[config.mk]
export PLATFORM = sky130hd
export DESIGN_NAME = uart_tx_arbiter
export DESIGN_NICKNAME = d
export VERILOG_FILES = /design/src/rtl/uart_arb_pkg.sv /design/src/rtl/uart_rr_pick.sv /design/src/rtl/uart_tx_arbiter.sv
export SDC_FILE = /design/constraint.sdc
export NUM_CORES = 1
export LEC_CHECK = 0
export BUFFER_PORTS_ARGS = -buffer_cell sky130_fd_sc_hd__buf_2
export CAP_MARGIN = 0
export CORE_MARGIN = 2
export CORE_UTILIZATION = 35
export CTS_CLUSTER_SIZE = 28
export DETAILED_ROUTE_END_ITERATION = 12
export GPL_TIMING_DRIVEN = 0
export PLACE_DENSITY = 0.56
export SYNTH_ARGS = -nofsm -noshare
export SYNTH_HDL_FRONTEND = slang
export SYNTH_SLANG_ARGS = --single-unit
[constraint.sdc]
create_clock -name clk -period 1.8 [get_ports clk]
set_clock_uncertainty 0.05 [all_clocks]
set_input_delay 0.27 -clock clk [delete_from_list [all_inputs] [get_ports clk]]
set_output_delay 0.27 -clock clk [all_outputs]
set_load 0.02 [all_outputs]
[src/rtl/uart_arb_pkg.sv]
// Shared types and constants for the round-robin UART transmit arbiter.
// The header-tag states and constant exist only when UART_ARB_TAG_EN is defined.
package uart_arb_pkg;

  localparam int CNT_W = 16;

`ifdef UART_ARB_TAG_EN
  localparam logic [7:0] TAG_BASE = 8'hA0;

  typedef enum logic [2:0] {
    IDLE,
    SEND_HDR,
    WAIT_HDR,
    SEND,
    WAIT
  } state_t;
`else
  typedef enum logic [2:0] {
    IDLE,
    SEND,
    WAIT
  } state_t;
`endif

endpackage

[src/rtl/uart_rr_pick.sv]
// Combinational round-robin search: first valid requester at or above rr_ptr,
// wrapping modulo NUM_REQ.
module uart_rr_pick #(
  parameter int NUM_REQ = 4,
  parameter int IDX_W   = $clog2(NUM_REQ)
) (
  input  logic [NUM_REQ-1:0] req_valid,
  input  logic [IDX_W-1:0]   rr_ptr,
  output logic               any,
  output logic [IDX_W-1:0]   winner
);

  logic [NUM_REQ-1:0] rot;
  logic [IDX_W:0]     sum;

  // NOTE: every output gets a default before the loop so no path leaves a
  // signal unassigned, which would otherwise infer a latch.
  always_comb begin
    any    = 1'b0;
    winner = '0;
    sum    = '0;
    rot    = NUM_REQ'({req_valid, req_valid} >> rr_ptr);
    // Walk from the farthest offset down so the nearest valid index wins last.
    for (int k = NUM_REQ - 1; k >= 0; k--) begin
      if (rot[k]) begin
        any = 1'b1;
        sum = {1'b0, rr_ptr} + (IDX_W + 1)'(k);
        if (sum >= (IDX_W + 1)'(NUM_REQ)) sum = sum - (IDX_W + 1)'(NUM_REQ);
        winner = sum[IDX_W-1:0];
      end
    end
  end

endmodule

[src/rtl/uart_tx_arbiter.sv]
// Round-robin arbiter sharing one UART transmitter among NUM_REQ byte producers.
// Define UART_ARB_TAG_EN to prefix each payload with header byte 8'hA0 | grant_id.
module uart_tx_arbiter
  import uart_arb_pkg::*;
#(
  parameter int NUM_REQ = 4,
  parameter int TIMEOUT = 65535,
  localparam int IDX_W  = $clog2(NUM_REQ)
) (
  input  logic                 clk,
  input  logic                 rst_n,
  input  logic [NUM_REQ-1:0]   req_valid,
  input  logic [8*NUM_REQ-1:0] req_data,
  output logic [NUM_REQ-1:0]   req_ready,
  output logic [7:0]           uart_data,
  output logic                 uart_send,
  input  logic                 uart_busy,
  output logic [IDX_W-1:0]     grant_id,
  output logic                 active,
  output logic                 timeout_err
);

  localparam logic [CNT_W-1:0] CNT_LAST = CNT_W'(TIMEOUT - 1);

  state_t           state;
  state_t           wait_next;
  logic [7:0]       byte_q;
  logic [IDX_W-1:0] rr_ptr;
  logic [IDX_W-1:0] next_ptr;
  logic [CNT_W-1:0] cnt;
  logic             pick_any;
  logic [IDX_W-1:0] pick_id;
  logic [7:0]       pick_byte;

  uart_rr_pick #(
    .NUM_REQ (NUM_REQ),
    .IDX_W   (IDX_W)
  ) u_pick (
    .req_valid (req_valid),
    .rr_ptr    (rr_ptr),
    .any       (pick_any),
    .winner    (pick_id)
  );

  assign pick_byte = req_data[{pick_id, 3'b000} +: 8];
  assign next_ptr  = (pick_id == IDX_W'(NUM_REQ - 1)) ? '0 : pick_id + 1'b1;
  assign active    = (state != IDLE);

  always_comb begin
    wait_next = WAIT;
`ifdef UART_ARB_TAG_EN
    if (state == SEND_HDR) wait_next = WAIT_HDR;
`endif
  end

`ifndef UART_ARB_TAG_EN
  assign uart_data = byte_q;
`endif

  // NOTE: state registers use non-blocking assignments so every flop samples
  // pre-edge values regardless of statement order.
  always_ff @(posedge clk or negedge rst_n) begin
    if (!rst_n) begin
      state       <= IDLE;
      byte_q      <= 8'h00;
      rr_ptr      <= '0;
      cnt         <= '0;
      req_ready   <= '0;
      uart_send   <= 1'b0;
      grant_id    <= '0;
      timeout_err <= 1'b0;
`ifdef UART_ARB_TAG_EN
      uart_data   <= 8'h00;
`endif
    end else begin
      req_ready   <= '0;
      timeout_err <= 1'b0;
      case (state)
        IDLE: begin
          if (pick_any) begin
            byte_q    <= pick_byte;
            grant_id  <= pick_id;
            rr_ptr    <= next_ptr;
            req_ready <= NUM_REQ'(1) << pick_id;
            cnt       <= '0;
            uart_send <= 1'b1;
`ifdef UART_ARB_TAG_EN
            uart_data <= TAG_BASE | 8'(pick_id);
            state     <= SEND_HDR;
`else
            state     <= SEND;
`endif
          end
        end
`ifdef UART_ARB_TAG_EN
        SEND_HDR,
`endif
        SEND: begin
          if (uart_busy) begin
            uart_send <= 1'b0;
            state     <= wait_next;
          end else if (cnt == CNT_LAST) begin
            // Transmitter never acknowledged: drop the byte (and any payload).
            uart_send   <= 1'b0;
            timeout_err <= 1'b1;
            state       <= IDLE;
          end else begin
            cnt <= cnt + 1'b1;
          end
        end
`ifdef UART_ARB_TAG_EN
        WAIT_HDR: begin
          if (!uart_busy) begin
            uart_data <= byte_q;
            uart_send <= 1'b1;
            cnt       <= '0;
            state     <= SEND;
          end
        end
`endif
        WAIT: begin
          if (!uart_busy) state <= IDLE;
        end
        default: state <= IDLE;
      endcase
    end
  end

endmodule

==> impl_metrics.toml <==
[timing]
final_hold_viol_count = 0
setup-violations-final = 2
drv_slew = 0
fin_ws_ns = -0.00745
period_share_pct = 100
fmax_mhz = 553
worst_pin_slew_ns = 0.811
relSlewSlack_pct = 46.0
period_needed_ns = 1.81
rsz0062_at_grt = "true"

[worst_setup_path]
cp_top_family = "flip-flops"
end_kind = "flip-flop"
crit_buf_inv = 3
crit_type = "reg -> reg"
slowest_delay_ns = 0.47
cp_common_cell = "buf_6"
critPathLaunch = "rr_ptr[1]"
crit_fanout = 6
required_ns = 1.93
slowest_stage = "dfrtp_2"
timing.rr.start = "rr_ptr[1]"
crit_path_start_kind = "flip-flop"
arrival_ns = 1.94
crit_chain = "mux2i_4, o22a_1, buf_6, nand2_4, buf_6, buf_4, mux2i_2, o211ai_1"

[run_status]
violations = "setup timing"
status = "complete, but fails checks"

[synthesis]
synth_cells = 208
syn_area_per_cell_um2 = 9.65
synth_edf_count = 0
seq_area_frac_synth_pct = 44.9
ys_ff_latch = 36
ys_types = 43
syn_nets = 250
synth_warnings = 0
postSynth.asyncResetShare_pct = 100
synth-main-ff-cell = "dfrtp_1"
synth_area_um2 = 2010

[job]
cap_violations = 0

[power]
p_leak_nw = 1.31
clkPwrFrac_pct = 19.9
p_int_mw = 2.18
p_switching_mw = 1.53
irDropWorstVdd_v = 0.000662
power_frac_comb_pct = 48.1
power_frac_seq_pct = 32.0
switching_share_pct = 41.3
power.density_nw_per_um2 = 1330

[global_routing]
grt_pass1_vias = 1801
grt-busiest-layer = "met2"
grt_pass1_wl_um = 8680
groute.layer.met1.usage_pct = 23.6
use_met2_pct = 28.3
met3_usage_pct = 4.07
grt_antenna_before_repair = 0
gr-usage-all-layers_pct = 17.7
grt_max_degree = 37
grt_overflow = 0

[route]
avgViaCountPerCell = 5.30
drtIter0Drc = 105
vias = 1898
ant_nets = 0
dr.pass1.iters = 4
routed_wl_um = 5400
wl_per_cell_um = 15.1
drc = 0

[die]
coreArea_um2 = 5540
fp.dieW_um = 79.7
initial_core_util_pct = 36.2
dieArea_um2 = 6360
num_io_pins = 56
die_h_um = 79.7
rows = 27

[layout]
utilization_pct = 50.3
multi_input_area_um2 = 1190
n_antenna_cell = 0
regArea_um2 = 908
num-fill-cells = 542
nNetsFinal = 327
area_growth_pct = 38.8
drive_above_1_share_pct = 42.3
fin_cells = 358

[cts]
clk-insertion-delay-late_ns = 0.30
ctsHtreeMaxLevel = 2
cts.sinks = 36
clkTransAtPathRegs_ns = 0.09
cts_buffers = 5
cts_tree = "done"
clockRootBuffer = "clkbuf_8"
clockBufferDepth = 2

[worst_hold_path]
hp-class = "in -> async"

[placed_design]
place.gp.congestion = 0.763
io_buffers = 55
dp.cells = 335
dp_hpwl_um = 3440
[power groups by stage]
stage / clock [mW] / combinational, mW / sequential, mW
2_1_floorplan: 0 / 0.813 / 1.34
3_3_place_gp: 0 / 1.43 / 1.18
3_5_place_dp: 0 / 1.43 / 1.18
4_1_cts: 0.743 / 1.61 / 1.16
5_1_grt: 0.784 / 1.96 / 1.22
6_report: 0.738 / 1.78 / 1.19
[worst reg2reg max path, stage by stage (launching register included)]
cell and delay [ns]:
dfrtp_2 0.47, mux2i_4 0.21, o22a_1 0.21, buf_6 0.13, nand2_4 0.08, buf_6 0.14, buf_4 0.12, mux2i_2 0.19
o211ai_1 0.09
[cell type report]
| class | count | area share, % |
|---|---|---|
| Buffer | 8 | 2.20 |
| Sequential cell | 36 | 32.6 |
| Timing Repair Buffer | 71 | 14.2 |
| Inverter | 7 | 1.03 |
| Clock buffer | 5 | 2.47 |
| Clock inverter | 3 | 1.53 |
| Tap cell | 72 | 3.23 |
| Multi-Input combinational cell | 156 | 42.7 |
[timing repair]
| action | in CTS | in global routing |
|---|---|---|
| gates resized for setup | 12 | 35 |
| pin swaps | 2 | 9 |
| buffers inserted | 11 | 5 |
| gates cloned | 1 | 0 |
| hold buffers | 0 | 0 |
| endpoints found under the setup margin | 27 | 27 |
[synthesized netlist by cell type (all sizes together), types with 2 or more instances]
library cell	number	share of area (%)
and2	3	0.93
nor3	4	1.0
ha	3	1.9
nand2	21	3.9
and3	6	1.9
a21oi	6	2.1
nand4	9	3.1
xnor2	5	2.2
mux2i	11	5.5
o211ai	9	3.4
nor2	21	3.9
o21ai	13	3.4
buf	8	2.2
dfrtp	36	45
o21a	2	0.75
nor4	5	2.6
xor2	5	2.2
inv	7	1.3
a211o	8	3.5
nand3	11	3.0
[placed cells by master, fill, tap and decap left out, types with 8 or more instances in the layout]
cell	netlist	routed
a211o_1	8	8
buf_2	5	58
buf_4	2	17
dfrtp_1	36	30
mux2i_1	11	8
nand2_1	21	16
nand3_1	10	9
nand4_1	8	8
nor2_1	21	19
o211ai_1	9	9
o21ai_0	12	12
[kinds of logic after synthesis]
family                   synth area share [%]
XOR/XNOR                                 4.36
AND/OR/NAND/NOR                          23.6
multiplexers                             5.48
AO/OA/AOI/OAI                            16.2
flip-flops                               44.9
adder cells (fa/ha/maj)                  1.87
buffers and inverters                    3.68
[per-stage QoR]
| stage | TNS [ns] | worst slack [ns] | total power [mW] | hold WS [ns] | area, um2 |
|---|---|---|---|---|---|
| floorplan | 0 | 0.00485 | 2.15 | -0.0756 | 2010 |
| global placement | -1.63 | -0.182 | 2.61 | 0.369 | 2370 |
| detailed placement | -1.86 | -0.190 | 2.61 | 0.368 | 2370 |
| CTS | -0.0203 | -0.0109 | 3.51 | 0.0398 | 2610 |
| global route | -0.712 | -0.105 | 3.96 | 0.0691 | 2790 |
| finish | -0.0104 | -0.00745 | 3.71 | 0.00182 | 2790 |
[metal layers]
metal | vias to the layer above | routed length, um
met5 | - | 0
met4 | 0 | 96
li1 | 908 | -
met3 | 7 | 310
met1 | 915 | 2410
met2 | 68 | 2590
[sequential cells by signal, summed over array words and instances (netlist names)]
register	flops
req_ready	4
uart_data	8
grant_id	2
state	2
cnt	16
timeout_err	1
uart_send	1
rr_ptr	2
[final timing paths]
path                       depth (start not counted)            to  slack, ns
setup / recovery                                   8  uart_data[2]     -0.007
hold / removal                                     1      state[1]      0.002
setup reg to reg                                   8  uart_data[2]     -0.007
hold reg to reg                                    1   grant_id[0]       0.43
max in group asynchronous                          1        cnt[7]       1.12
min in group clk                                   2      state[1]       0.21
No activity file was read; power rests on OpenSTA's default activity.
